[src/rtl/pll_reset_sequencer.sv]
// pll_reset_sequencer
//   Sequences the system PLL out of reset and holds the core in reset until
//   the PLL has reported a stable lock. It pulses the PLL reset, waits for lock
//   with a timeout and retry, and requires the synchronized lock to stay high
//   for a qualification window before releasing the core. A lock loss while
//   running, or a soft reset request, restarts the whole sequence.
//
// Ports:
//   refclk          sole clock (PLL reference); everything on its rising edge
//   rst             synchronous active-high reset
//   pll_locked      PLL lock indicator, asynchronous to refclk
//   soft_reset_req  one-cycle request to re-run the sequence (honoured in RUN)
//   pll_rst         drives the PLL reset input, active high
//   core_reset      active-high reset for all PLL-clocked logic
//   ready           high only while the core is released (complement of core_reset)
//   retry_count     saturating count of lock timeouts
//   loss_count      saturating count of lock losses seen while running
//   timeout_seen    sticky flag, set on the first lock timeout
module pll_reset_sequencer #(
  parameter int RST_PULSE_CYCLES    = 16,
  parameter int LOCK_TIMEOUT_CYCLES = 65536,
  parameter int LOCK_STABLE_CYCLES  = 1024,
  parameter int CNT_W               = 8
) (
  input  logic             refclk,
  input  logic             rst,
  input  logic             pll_locked,
  input  logic             soft_reset_req,
  output logic             pll_rst,
  output logic             core_reset,
  output logic             ready,
  output logic [CNT_W-1:0] retry_count,
  output logic [CNT_W-1:0] loss_count,
  output logic             timeout_seen
);

  // One down-counter is shared by every timed phase, so it is sized for the
  // largest of the three durations.
  localparam int MAX_AB = (RST_PULSE_CYCLES > LOCK_TIMEOUT_CYCLES) ?
                          RST_PULSE_CYCLES : LOCK_TIMEOUT_CYCLES;
  localparam int MAX_P  = (MAX_AB > LOCK_STABLE_CYCLES) ? MAX_AB : LOCK_STABLE_CYCLES;
  localparam int CW     = $clog2(MAX_P + 1);

  localparam logic [CW-1:0] PULSE_RELOAD   = CW'(RST_PULSE_CYCLES - 1);
  localparam logic [CW-1:0] TIMEOUT_RELOAD = CW'(LOCK_TIMEOUT_CYCLES - 1);
  localparam logic [CW-1:0] STABLE_RELOAD  = CW'(LOCK_STABLE_CYCLES - 1);

  typedef enum logic [1:0] {
    ASSERT,
    WAIT_LOCK,
    STABLE,
    RUN
  } state_t;

  state_t           state_q, state_d;
  logic [CW-1:0]    cnt_q, cnt_d;
  logic             sync_q, sync_d;
  logic             locked_s_q, locked_s_d;
  logic [CNT_W-1:0] retry_count_q, retry_count_d;
  logic [CNT_W-1:0] loss_count_q, loss_count_d;
  logic             timeout_seen_q, timeout_seen_d;
  logic             pll_rst_q, pll_rst_d;
  logic             core_reset_q, core_reset_d;
  logic             ready_q, ready_d;

  // Next-state logic. The outputs are decoded from the next state and then
  // registered, so they change on the same edge the state does and never
  // glitch. core_reset is high in every state except RUN, which guarantees it
  // is high whenever pll_rst is.
  always_comb begin
    state_d        = state_q;
    cnt_d          = cnt_q;
    sync_d         = pll_locked;
    locked_s_d     = sync_q;
    retry_count_d  = retry_count_q;
    loss_count_d   = loss_count_q;
    timeout_seen_d = timeout_seen_q;

    case (state_q)
      ASSERT: begin
        if (cnt_q == '0) begin
          state_d = WAIT_LOCK;
          cnt_d   = TIMEOUT_RELOAD;
        end else begin
          cnt_d = cnt_q - CW'(1);
        end
      end

      WAIT_LOCK: begin
        if (locked_s_q) begin
          state_d = STABLE;
          cnt_d   = STABLE_RELOAD;
        end else if (cnt_q == '0) begin
          state_d        = ASSERT;
          cnt_d          = PULSE_RELOAD;
          timeout_seen_d = 1'b1;
          if (retry_count_q != '1) begin
            retry_count_d = retry_count_q + CNT_W'(1);
          end
        end else begin
          cnt_d = cnt_q - CW'(1);
        end
      end

      // A drop here is treated as a lock glitch: go back to waiting with a
      // fresh timeout, without counting it as a retry or a loss.
      STABLE: begin
        if (!locked_s_q) begin
          state_d = WAIT_LOCK;
          cnt_d   = TIMEOUT_RELOAD;
        end else if (cnt_q == '0) begin
          state_d = RUN;
        end else begin
          cnt_d = cnt_q - CW'(1);
        end
      end

      // Lock loss takes priority over a coincident soft reset request so the
      // loss is always counted.
      RUN: begin
        if (!locked_s_q) begin
          state_d = ASSERT;
          cnt_d   = PULSE_RELOAD;
          if (loss_count_q != '1) begin
            loss_count_d = loss_count_q + CNT_W'(1);
          end
        end else if (soft_reset_req) begin
          state_d = ASSERT;
          cnt_d   = PULSE_RELOAD;
        end
      end

      default: begin
        state_d = ASSERT;
        cnt_d   = PULSE_RELOAD;
      end
    endcase

    pll_rst_d    = (state_d == ASSERT);
    core_reset_d = (state_d != RUN);
    ready_d      = (state_d == RUN);
  end

  // State, synchronizer and registered outputs. Reset forces the sequence
  // back to the start of the PLL reset pulse and clears all history.
  always_ff @(posedge refclk) begin
    if (rst) begin
      state_q        <= ASSERT;
      cnt_q          <= PULSE_RELOAD;
      sync_q         <= 1'b0;
      locked_s_q     <= 1'b0;
      retry_count_q  <= '0;
      loss_count_q   <= '0;
      timeout_seen_q <= 1'b0;
      pll_rst_q      <= 1'b1;
      core_reset_q   <= 1'b1;
      ready_q        <= 1'b0;
    end else begin
      state_q        <= state_d;
      cnt_q          <= cnt_d;
      sync_q         <= sync_d;
      locked_s_q     <= locked_s_d;
      retry_count_q  <= retry_count_d;
      loss_count_q   <= loss_count_d;
      timeout_seen_q <= timeout_seen_d;
      pll_rst_q      <= pll_rst_d;
      core_reset_q   <= core_reset_d;
      ready_q        <= ready_d;
    end
  end

  assign pll_rst      = pll_rst_q;
  assign core_reset   = core_reset_q;
  assign ready        = ready_q;
  assign retry_count  = retry_count_q;
  assign loss_count   = loss_count_q;
  assign timeout_seen = timeout_seen_q;

endmodule

[config.mk]
export PLATFORM = sky130hd
export DESIGN_NAME = pll_reset_sequencer
export DESIGN_NICKNAME = d
export VERILOG_FILES = /design/src/rtl/pll_reset_sequencer.sv
export SDC_FILE = /design/constraint.sdc
export NUM_CORES = 1
export LEC_CHECK = 0
export CELL_PAD_IN_SITES_DETAIL_PLACEMENT = 0
export CELL_PAD_IN_SITES_GLOBAL_PLACEMENT = 1
export CORE_MARGIN = 4
export CORE_UTILIZATION = 45
export CTS_CLUSTER_DIAMETER = 50
export CTS_CLUSTER_SIZE = 30
export DETAILED_ROUTE_END_ITERATION = 16
export PLACE_DENSITY_LB_ADDON = 0.1
export SLEW_MARGIN = 20
export SYNTH_ARGS = -nofsm -noshare
export SYNTH_HDL_FRONTEND = slang
export SYNTH_SLANG_ARGS = --single-unit
[constraint.sdc]
create_clock -name refclk -period 6.76 [get_ports refclk]
set_input_delay 0.676 -clock refclk [delete_from_list [all_inputs] [get_ports refclk]]
set_output_delay 0.676 -clock refclk [all_outputs]
set_load 0.01 [all_outputs]
==> results.yml <==
run_status:
  outcome: "completed"
route:
  maxUsedRoutingLayer: "met4"
  detail_route.wl_per_cell_um: 14.7
  wl_met2_mm: 2.36
  drt-vias-per-instance: 5.68
  detail_route.first_pass.iterations: 4
  post-route-drc-count: 0
  route.antenna.remaining_nets: 0
  num_vias: 2044
  drt_first_iter_violations: 127
  totalWireLength_mm: 5.30
  wl_met3_um: 235
  met1_length_mm: 2.65
timing:
  finalHoldViolations: 0
  final.setup.tns_ns: 0
  timing.slew.headroom_pct: 45.5
  max_slew.worst_pin.slew_ns: 0.812
  fmaxAchievable_mhz: 339
  final.setup_skew_ns: 0.00789
  unrepaired_setup_endpoints_after_global_routing: "no"
  layout_setup_ws_ns: 3.81
  hold_worst_slack_ns: 0.445
  post-route-period-util_pct: 43.6
  finalMaxSlewViolations: 0
  setup_violations: 0
  period_needed_ns: 2.95
power_and_ir_drop:
  power_density_relative_to_cell_area_nw_per_um2: 180
  worst_ir_drop_vdd_mv: 0.106
  power.leakage_nw: 0.965
  total_power_after_layout_uw: 464
hold_path:
  worst_hold_path.num_cells: 1
  hold_start: "locked_s_d"
  hold_path.class: "reg2reg"
  hold_path_endpoint: "locked_s_q"
floorplanning:
  design.core.area_um2: 4720
  fp.dieArea_um2: 6070
  dieHeight_um: 77.9
  ios: 24
  num_rows: 25
  floorplan.initialDensity_pct: 46.6
  die_width_um: 77.9
synthesis:
  yosysTopAreaCell: "sky130_fd_sc_hd__dfxtp_1"
  dominantRegCellSynth: "sky130_fd_sc_hd__dfxtp_1"
  async_set_or_reset_register_ratio_after_synthesis_pct: 0
  synthesis.area_per_instance_um2: 8.00
  synth_largest_type_area_fraction_pct: 37.3
  synth_enable_flop_cells: 0
  ys_seq_area_share_pct: 37.3
  syn_area_um2: 2200
  yosysWarningCount: 0
  ys_ff_latch: 41
  synth.area.top_cells: "sky130_fd_sc_hd__dfxtp_1, sky130_fd_sc_hd__nor2_1, sky130_fd_sc_hd__xor2_1, sky130_fd_sc_hd__nand2_1, sky130_fd_sc_hd__a21oi_1"
  postSynthCellCount: 275
  number_of_unique_standard_cell_types_used_by_synthesis: 51
  net_count_synth: 282
critical_path:
  cp_data_arrival_time_ns: 3.13
  number_of_cells_traversed_by_the_worst_register_to_register_path: 8
  path_class: "reg2reg"
  regToRegSetupSlack_ns: 3.81
  worst_setup_path_start_kind: "register"
  launch_point_of_the_worst_reg_to_reg_path: "cnt_q[0]"
  crit_fanout: 12
  crit_path_start: "cnt_q[0]"
  crit_chain: "inv_1 > ha_1 > or4b_1 > or4_4 > nor2_8 > nor3_1 > or4_1 > a32o_1"
  timing.critical_path.slowest_stage_cell: "sky130_fd_sc_hd__or4_4"
  timing.critical_path.required_ns: 6.95
  critical-path-max-stage-delay_ns: 0.66
  worstSetupEndpointType: "register"
  reg2reg_to: "cnt_q[5]"
clocking:
  numCtsBuffers: 5
  ctsHtreeMaxLevel: 2
  clock_sink_count: 41
  postCtsHoldBufs: 0
  clk_latency_ns: 0.29
  cts-root-buf: "sky130_fd_sc_hd__clkbuf_8"
  postCtsSetupBuffers: 0
  cts.clk_slew.worst_paths_ns: 0.08
  tritoncts: "built"
  post_cts.resized_instances: 0
  cts-root-to-sink-buffers: 2
cells_and_area:
  antenna_cells_inserted: 0
  finalCoreUtilization_pct: 54.5
  post_route_cells_drive_above_1_share_pct: 4.44
  syn_to_final_growth_pct: 16.9
  fillers: 467
  final_stage_net_count: 299
place:
  buffer_ports.inserted: 23
  pre_cts_slack_ns: 3.85
  hpwlAfterDp_mm: 3.70
  place_congestion: 0.823
global_route:
  grt_pass1_vias: 1890
  groute.usage.overall_pct: 18.7
  grt.overflow.total: 0
  first_pass_grt_wire_length_mm: 9.29
  grt_antenna_before_repair: 0
  grt_max_degree: 33
run:
  max-cap-violations: 0
[cell type report]
cell class	count	area (um2)	share of cell area (%)
multi-input combinational	213	1290	50.1
sequential	41	821	31.9
timing repair buffer	24	238	9.24
clock buffer	7	86.3	3.35
tap	67	83.8	3.26
clock inverter	1	30.0	1.17
inverter	7	26.3	1.02
[synth_stat cells, types with 7 or more instances]
| cell | instances |
|---|---|
| sky130_fd_sc_hd__nor2_1 | 43 |
| sky130_fd_sc_hd__dfxtp_1 | 41 |
| sky130_fd_sc_hd__nand2_1 | 25 |
| sky130_fd_sc_hd__a21oi_1 | 14 |
| sky130_fd_sc_hd__o21ai_0 | 12 |
| sky130_fd_sc_hd__xor2_1 | 12 |
| sky130_fd_sc_hd__nor3_1 | 10 |
| sky130_fd_sc_hd__clkbuf_1 | 8 |
| sky130_fd_sc_hd__or3_1 | 8 |
| sky130_fd_sc_hd__inv_1 | 7 |
| sky130_fd_sc_hd__nand4_1 | 7 |
[critical path, delay by kind of cell (launching register included)]
kind                     cells  cell delay (ns)
AND/OR/NAND/NOR              5             2.03
flip-flops                   1             0.34
AO/OA/AOI/OAI                1             0.21
adder cells (fa/ha/maj)      1             0.20
buffers and inverters        1             0.06
[layout by cell type (no fill, tap or decap), types with 7 or more instances in the layout]
cell type | netlist | layout
sky130_fd_sc_hd__clkdlybuf4s50_1 | 0 | 23
sky130_fd_sc_hd__nand4_1 | 7 | 7
sky130_fd_sc_hd__o21ai_0 | 12 | 12
sky130_fd_sc_hd__dfxtp_1 | 41 | 41
sky130_fd_sc_hd__nor3_1 | 10 | 10
sky130_fd_sc_hd__or3_1 | 8 | 8
sky130_fd_sc_hd__nor2_1 | 43 | 43
sky130_fd_sc_hd__inv_1 | 7 | 7
sky130_fd_sc_hd__xor2_1 | 12 | 12
sky130_fd_sc_hd__nand2_1 | 25 | 25
sky130_fd_sc_hd__a21oi_1 | 14 | 14
[metrics by stage]
step	area [um2]	std cells
floorplan	2200	275
global placement	2460	352
detailed placement	2460	352
CTS	2570	360
global route	2570	360
finish	2570	360
[how the worst max path moves through the flow]
| stage | to | slack [ns] | cells past startpoint |
|---|---|---|---|
| after floorplan | cnt_q[5] | 4.04 | 10 |
| after global placement | cnt_q[5] | 3.89 | 8 |
| after detailed placement | cnt_q[5] | 3.85 | 8 |
| after CTS | cnt_q[5] | 3.82 | 8 |
| after global routing | cnt_q[15] | 3.64 | 9 |
| final | cnt_q[5] | 3.81 | 8 |
[where the power goes]
group | switching (mW) | internal (mW)
registers | 0.00222 | 0.243
logic | 0.00797 | 0.00543
clock network | 0.0843 | 0.120
[registers in the layout, indices dropped and copies added (netlist names)]
signal	cells
cnt_q	17
core_reset	1
locked_s_d	1
locked_s_q	1
loss_count	8
pll_rst	1
ready	1
retry_count	8
state_q	2
timeout_seen	1
[metal layers]
metal	global-route usage (%)	up-vias
met3	4.76	5
met1	26.9	947
li1	-	1038
met2	28.1	54
met5	0	-
met4	4.37	0
[kinds of logic (layout without fill, tap and decap cells)]
group	after synthesis	after routing	share of synthesized area [%]
mux	2	2	0.910
simple gates	132	132	31.4
fa+ha+maj	3	3	1.71
xor+xnor	15	15	5.97
flops	41	41	37.3
compound gates	61	61	18.6
buf+inv	21	39	4.15
Power figures use the tool's default switching activity.
